## src/rtl/fru_pla_pkg.sv

```systemverilog
// Shared types and configuration-layout helpers for the segmented FRU select PLA.
package fru_pla_pkg;

    typedef enum logic [1:0] {
        FRU_MODE_LEVEL  = 2'b00,
        FRU_MODE_STICKY = 2'b01,
        FRU_MODE_EDGE   = 2'b10,
        FRU_MODE_OFF    = 2'b11
    } fruMode_e;

    localparam int SEG_DEFAULT = 4;

    typedef struct packed {
        logic                   en;
        logic [SEG_DEFAULT-1:0] neg;
        logic [SEG_DEFAULT-1:0] pos;
    } fruTerm_t;

    function automatic int termW(input int seg);
        return 1 + 2 * seg;
    endfunction

    function automatic int selW(input int seg, input int nTerms);
        return 2 + nTerms * termW(seg);
    endfunction

    function automatic int cfgWidth(input int seg, input int nTerms, input int nOut);
        return nOut * selW(seg, nTerms);
    endfunction

endpackage

```

## src/rtl/fru_pla_segment.sv

```systemverilog
// One select's product terms over its trigger slice, ORed into a raw select.
module fru_pla_segment
    import fru_pla_pkg::*;
#(
    parameter int SEGMENT_SIZE = 4,
    parameter int NUM_TERMS    = 4
) (
    input  logic [SEGMENT_SIZE-1:0]                     Trig,
    input  logic [NUM_TERMS*termW(SEGMENT_SIZE)-1:0]    Terms,
    output logic                                        Raw
);

    localparam int TW = termW(SEGMENT_SIZE);

    // A set pos bit requires the trigger high, a set neg bit requires it low.
    function automatic logic termHit(input logic [TW-1:0] term, input logic [SEGMENT_SIZE-1:0] t);
        logic [SEGMENT_SIZE-1:0] pos;
        logic [SEGMENT_SIZE-1:0] neg;
        pos = term[SEGMENT_SIZE-1:0];
        neg = term[2*SEGMENT_SIZE-1:SEGMENT_SIZE];
        return term[TW-1] & (&((~pos | t) & (~neg | ~t)));
    endfunction

    always_comb begin
        Raw = 1'b0;
        for (int k = 0; k < NUM_TERMS; k++) begin
            Raw = Raw | termHit(Terms[k*TW +: TW], Trig);
        end
    end

endmodule

```

## src/rtl/fru_seg_pla_cfg.sv

```systemverilog
// Segmented PLA with serial shadow configuration, atomic commit and per-select output modes.
module fru_seg_pla_cfg
    import fru_pla_pkg::*;
#(
    parameter int INPUT_SIZE   = 8,
    parameter int OUTPUT_SIZE  = 4,
    parameter int SEGMENT_SIZE = 4,
    parameter int NUM_TERMS    = 4
) (
    input  logic                   Clk,
    input  logic                   RstN,
    input  logic [INPUT_SIZE-1:0]  Trigger,
    input  logic                   CfgEn,
    input  logic                   CfgBit,
    input  logic                   CfgCommit,
    input  logic                   StickyClr,
    output logic [OUTPUT_SIZE-1:0] FruSelect,
    output logic                   CfgReady,
    output logic                   CfgErr
);

    localparam int TW    = termW(SEGMENT_SIZE);
    localparam int SW    = selW(SEGMENT_SIZE, NUM_TERMS);
    localparam int CW    = cfgWidth(SEGMENT_SIZE, NUM_TERMS, OUTPUT_SIZE);
    localparam int NSEG  = INPUT_SIZE / SEGMENT_SIZE;
    localparam int CNT_W = $clog2(CW + 2);
    localparam logic [CNT_W-1:0] CNT_FULL = CNT_W'(CW);
    localparam logic [CNT_W-1:0] CNT_SAT  = CNT_W'(CW + 1);

    logic [CW-1:0]          shadow;
    logic [CW-1:0]          active;
    logic [CNT_W-1:0]       cfgCnt;
    logic [OUTPUT_SIZE-1:0] raw;
    logic [OUTPUT_SIZE-1:0] sticky;
    logic [OUTPUT_SIZE-1:0] prevRaw;
    logic [OUTPUT_SIZE-1:0] stickyNext;
    logic [OUTPUT_SIZE-1:0] selNext;
    logic                   commitOk;

    assign CfgReady = (cfgCnt == CNT_FULL);
    assign commitOk = CfgCommit & CfgReady & ~CfgEn;

    for (genvar j = 0; j < OUTPUT_SIZE; j++) begin : gSel
        fru_pla_segment #(
            .SEGMENT_SIZE(SEGMENT_SIZE),
            .NUM_TERMS   (NUM_TERMS)
        ) uSeg (
            .Trig (Trigger[(j % NSEG)*SEGMENT_SIZE +: SEGMENT_SIZE]),
            .Terms(active[j*SW +: NUM_TERMS*TW]),
            .Raw  (raw[j])
        );
    end

    // Set beats clear when both happen in the same cycle.
    always_comb begin
        stickyNext = raw | (sticky & ~{OUTPUT_SIZE{StickyClr}});
        selNext    = '0;
        for (int j = 0; j < OUTPUT_SIZE; j++) begin
            case (fruMode_e'(active[j*SW + SW - 2 +: 2]))
                FRU_MODE_LEVEL:  selNext[j] = raw[j];
                FRU_MODE_STICKY: selNext[j] = stickyNext[j];
                FRU_MODE_EDGE:   selNext[j] = raw[j] & ~prevRaw[j];
                default:         selNext[j] = 1'b0;
            endcase
        end
    end

    // The output at a commit edge is still computed from the outgoing config.
    always_ff @(posedge Clk or negedge RstN) begin
        if (!RstN) begin
            shadow    <= '0;
            active    <= '0;
            cfgCnt    <= '0;
            sticky    <= '0;
            prevRaw   <= '0;
            FruSelect <= '0;
            CfgErr    <= 1'b0;
        end else begin
            FruSelect <= selNext;
            if (CfgEn) begin
                shadow <= {shadow[CW-2:0], CfgBit};
                if (cfgCnt != CNT_SAT) begin
                    cfgCnt <= cfgCnt + 1'b1;
                end
            end
            if (commitOk) begin
                active  <= shadow;
                cfgCnt  <= '0;
                sticky  <= '0;
                prevRaw <= '0;
                CfgErr  <= 1'b0;
            end else begin
                sticky  <= stickyNext;
                prevRaw <= raw;
                if (CfgCommit) begin
                    CfgErr <= 1'b1;
                end
            end
        end
    end

endmodule

```

## config.mk

```make
export PLATFORM = sky130hd
export DESIGN_NAME = fru_seg_pla_cfg
export DESIGN_NICKNAME = d
export VERILOG_FILES = /design/src/rtl/fru_pla_pkg.sv /design/src/rtl/fru_pla_segment.sv /design/src/rtl/fru_seg_pla_cfg.sv
export SDC_FILE = /design/constraint.sdc
export NUM_CORES = 1
export LEC_CHECK = 0
export CORE_ASPECT_RATIO = 2
export CORE_MARGIN = 10
export CORE_UTILIZATION = 43
export DETAILED_ROUTE_END_ITERATION = 8
export SYNTH_ARGS = -nofsm -noshare
export SYNTH_HDL_FRONTEND = slang
export SYNTH_HIERARCHICAL = 1
export SYNTH_SLANG_ARGS = --single-unit
export TNS_END_PERCENT = 5
```

## constraint.sdc

```tcl
create_clock -name Clk -period 4.56 [get_ports Clk]
set_clock_uncertainty 0.1 [all_clocks]
set_input_delay 1.368 -clock Clk [delete_from_list [all_inputs] [get_ports Clk]]
set_output_delay 1.368 -clock Clk [all_outputs]
set_load 0.01 [all_outputs]
```

**After elaboration in Yosys (flattened, before gate mapping)**

Cells that the tools add are included.

- Bitwise gates (word level): 124
- Eq/ne operators: 10
- Multiplexer cells: 11
- $lt $le $gt $ge: 0
- Shifts and indexed selects: 0
- Reductions and logical operators: 24
- Div/mod/pow operators: 0
- Multiply operators: 0
- Add/sub/neg operators: 1

Operators by type and width:

| cell | number |
|---|---|
| 4-bit inverter | 35 |
| 4-bit OR | 33 |
| 4-bit bitwise AND | 17 |
| 4-bit AND reduction | 16 |
| 8-bit 2-to-1 mux | 3 |
| 1-bit bitwise AND | 22 |
| 1-bit OR | 12 |
| 1-bit one-hot mux with 3 select lines | 4 |
| 8-bit by 1-bit adder with 8-bit output, second input constant | 1 |
| 2-bit by 1-bit == test with 1-bit output, second input constant | 4 |
| 2-bit == test, second input constant | 4 |
| 8-bit == test, second input constant | 1 |
| 2-bit zero test | 4 |
| 4-bit 2-to-1 mux | 2 |
| 8-bit inequality test, second input constant | 1 |
| 2-bit nonzero test | 3 |
| 1-bit inverter | 5 |
| 1-bit 2-to-1 mux | 2 |
| 2-bit AND reduction | 1 |

- Latch bits: 0
- Memory bits (read-only): 0
- Bits in writable memories: 0
- Word-level logic and storage cells: 177
- Output and inout bits: 6
- Input bits: 14
- Register bits: 325
- Memories kept: 0

**Depth between registers and ports, before layout**

- Word-level depth: 10
- Depth in mapped cells: 8
- Depth with buffers taken out: 6

**Modules after synthesis**

Netlist, hierarchy kept.

By module, submodules not included:

| module | area each (µm²) | cells an instance | instances |
|---|---|---|---|
| fru_seg_pla_cfg | 12722.2 | 728 | 1 |
| fru_pla_segment | 256.5 | 29 | 4 |

**Least setup slack after synthesis**

Ideal clock, no wire load.

- Kind: reg-to-output
- Start point: reg cfgCnt[0]
- End point: out CfgReady
- Cell stages (with the launch flop): 5
- Path slack: 2.038 ns
- Arrival: 1.054 ns
- Required time: 3.092 ns
- Path buffers: 0
- Cell sequence: dfrtp_1 -> inv_1 -> ha_1 -> nor3b_4 -> nor2b_1

- Word-level cells in the longest chain between the ends: 1

RTL lines:

| what | RTL line | RTL |
|---|---|---|
| start, declared | fru_seg_pla_cfg.sv:32 | `logic [CNT_W-1:0] cfgCnt;` |
| start signal, assigned | fru_seg_pla_cfg.sv:83 | `cfgCnt <= cfgCnt + 1'b1;` |
| 8-bit == test | fru_seg_pla_cfg.sv:40 | `assign CfgReady = (cfgCnt == CNT_FULL);` |
| end, declared | fru_seg_pla_cfg.sv:18 | `output logic CfgReady,` |

No other way between the ends.

**Worst setup path in the final report**

Ends and elaborated chain as after synthesis.

==> impl_metrics.yaml <==
cts:
  clock_sink_total: 325
  tritoncts_buffer_count: 29
  post_cts_hold_buffer_count: 0
  tritoncts: "done"
  clk_pin_slew_worst_paths_ns: 0.06
  cts_root_buffer: "sky130_fd_sc_hd__clkbuf_16"
  postCtsResizedCells: 0
  cts-htree-levels: 1
  post-cts-setup-buffers: 0
  max-clock-path-buffers: 3
  clock_latency_ns: 0.55
synth:
  yosys.area.top_type_share: 0.592
  synth_edf_count: 0
  netlist_top_cells_area: "sky130_fd_sc_hd__dfrtp_1 (59%), sky130_fd_sc_hd__mux2_2 (14%), sky130_fd_sc_hd__mux2_4 (13%), sky130_fd_sc_hd__mux2i_1 (4.7%), sky130_fd_sc_hd__buf_6 (2.5%)"
  yosys_warnings: 6
  syn_inst_count: 844
  synth_area_per_cell_um2: 16.3
  synth.cell_area_um2: 13700
  asyncSetResetFlopFracSynth: 1.00
  yosys.area.top_type: "sky130_fd_sc_hd__dfrtp_1"
  synth.lib_cells_used.distinct: 34
  ys_seq_area_frac: 0.592
  prevailing_post_synth_register_cell: "sky130_fd_sc_hd__dfrtp_1"
  synth_fp_nets: 861
  synth_seq_cells: 325
pwr:
  ir_worst_vdd_mv: 0.316
  pwr-share-seq: 0.509
  p_int_mw: 4.78
  leakage_nw: 7.85
  p_clk_frac: 0.437
  p_per_area_nw_per_um2: 404
  power_switching_share: 0.225
  share_comb_of_total_power: 0.053
  power.net_switching_mw: 1.38
  finalPower_mw: 6.16
grt:
  grt_start_max_net_pins: 148
  grt_antenna_before_repair: 0
  grt_first_pass_wirelength_um: 41100
  grt_pass1_vias: 7373
  global_route.overflow_total: 0
  gr-usage-all-layers: 0.126
worst_setup_path:
  start_kind: "flip-flop"
  worst-path-max-fanout: 6
  crit_path_end_kind: "primary output"
  timing.critical_path.arrival_ns: 2.35
  timing.critical_path.required_ns: 3.09
  critPathKind: "reg -> out"
min_path:
  holdCritPathClass: "reg -> reg"
die:
  chipHeight_um: 273
  total_die_area_um2: 40000
  initial_core_util: 0.436
  rows: 92
  design.portCount: 20
  placeableCoreArea_um2: 31500
  die_x_um: 146
final_layout:
  final_cell_count_no_fill: 1302
  finalInstanceArea_um2: 15300
  post_route_cells_drive_above_1_share: 0.420
  num_antenna_cells: 0
  final_nets: 874
  areaGrowthSynthToFinish_pct: 10.9
placed_design:
  port_buffers: 19
  gp_routability_congestion: 0.732
  placed_cell_area_um2: 14200
  dp_hpwl_um: 15700
  cell_count_after_placement: 1249
sta:
  final-hold-violation-count: 0
  timing.slew.headroom: 0.227
  setup_tns_ns: 0
  worst_pin_slew_ns: 1.16
  period_share: 0.838
  final.min_clock_period_ns: 3.82
  timing.final.max_slew_violations: 0
  fmax_achieved_mhz: 262
  grt_setup_unrepaired: "false"
  setup_viol: 0
routing:
  route.antenna.remaining_nets: 0
  total_iterations_of_the_first_detailed_routing_run: 4
  drc: 0
  drt_wl_total_um: 24800
  wire_per_inst_um: 19.1
  drt_iter0_markers: 204
  vias: 6673
  drt-vias-per-instance: 5.13
run:
  cap_violations: 0
run_status:
  status: "finished clean"
==> per-layer routing <==
metal  wire (um)  global-route usage
met5           0                   0
met4         620              0.0429
met3         676              0.0182
met2       13800               0.234
met1        9770               0.143
==> metrics by stage <==
stage | setup slack (ns) | hold slack, ns | util
2_1_floorplan | 2.04 | 0.336 | -
3_5_place_dp | 1.03 | 0.376 | 0.450
6_report | 0.740 | 0.387 | 0.484
3_3_place_gp | 1.05 | 0.369 | 0.450
4_1_cts | 0.679 | 0.395 | 0.484
5_1_grt | 0.595 | 0.416 | 0.484
==> synthesized netlist by cell type (4+ instances only) <==
cell and number:
sky130_fd_sc_hd__and2_1 6, sky130_fd_sc_hd__mux2i_1 64, sky130_fd_sc_hd__nor2b_1 6, sky130_fd_sc_hd__nand2_1 4, sky130_fd_sc_hd__dfrtp_1 325, sky130_fd_sc_hd__mux2_2 177
sky130_fd_sc_hd__mux2_4 120, sky130_fd_sc_hd__and3_1 17, sky130_fd_sc_hd__nand4_1 5, sky130_fd_sc_hd__o21a_1 5, sky130_fd_sc_hd__inv_1 6, sky130_fd_sc_hd__o21ai_0 6
sky130_fd_sc_hd__buf_6 31, sky130_fd_sc_hd__buf_2 18, sky130_fd_sc_hd__mux2_1 7, sky130_fd_sc_hd__nand3_1 20
==> power by group through the flow <==
stage / Combinational, mW / Clock (mW) / Sequential, mW
global placement: 0.334 / 0 / 3.20
global route: 0.369 / 2.88 / 3.16
floorplan: 0.244 / 0 / 3.14
finish: 0.329 / 2.69 / 3.14
detailed placement: 0.340 / 0 / 3.20
CTS: 0.342 / 2.78 / 3.14
==> registers in the layout, indices dropped and copies added, names as in the netlist <==
| register | cells |
|---|---|
| sticky | 4 |
| shadow | 152 |
| cfgCnt | 8 |
| active | 152 |
| prevRaw | 4 |
| FruSelect | 4 |
| CfgErr | 1 |
==> cell type report <==
class,count,area [um2]
inverters,6,22.5
well taps,423,529
repair buffers,34,359
fillers,2805,16300
multi-input cells,461,5140
clock buffers,35,798
flip-flops and latches,325,8130
clock inverters,18,267
==> layout by cell type, fill, tap and decap left out, drive strengths merged, types with 2 or more instances in the layout <==
cell type	instances
nand2	4
ha	3
nor3b	2
mux2	304
nand4	5
inv	6
clkbuf	35
and3	17
clkinvlp	3
nor2b	6
clkinv	9
clkdlybuf4s50	17
o21a	5
nor3	2
xor2	2
mux2i	64
bufinv	6
a32o	3
o21ai	6
dfrtp	325
nor2	2
buf	17
nand3	20
and2	6
==> critical path, stage by stage, from the launching register on <==
cell and delay (ns):
sky130_fd_sc_hd__dfrtp_1 0.44, sky130_fd_sc_hd__inv_1 0.08, sky130_fd_sc_hd__ha_1 0.14, sky130_fd_sc_hd__nor3b_4 0.26
sky130_fd_sc_hd__nor2b_1 0.28, sky130_fd_sc_hd__clkdlybuf4s50_1 0.60
==> kinds of logic (layout without fill, tap and decap cells) <==
kind of cell             count (synthesis)  count (layout)  synth area share
AND/OR/NAND/NOR                         67              67            0.0301
buffers and inverters                   58              93            0.0344
AO/OA/AOI/OAI                           20              20            0.0109
adder cells (fa/ha/maj)                  3               3           0.00273
multiplexers                           368             368             0.328
XOR/XNOR                                 3               3           0.00191
flip-flops                             325             325             0.592
==> worst paths after layout <==
path / start / end / slack (ns) / cells after the start
max reg2reg: cfgCnt[0]$_DFFE_PN0P_ / active[151]$_DFFE_PN0P_ / 2.03 / 6
min in group asynchronous: RstN / active[122]$_DFFE_PN0P_ / 0.67 / 1
max in group asynchronous: RstN / cfgCnt[1]$_DFFE_PN0P_ / 2.79 / 2
min: CfgErr$_DFFE_PN0P_ / CfgErr$_DFFE_PN0P_ / 0.39 / 1
min reg2reg: CfgErr$_DFFE_PN0P_ / CfgErr$_DFFE_PN0P_ / 0.39 / 1
max: cfgCnt[0]$_DFFE_PN0P_ / CfgReady / 0.74 / 5
No activity file was read; power rests on OpenSTA's default activity.
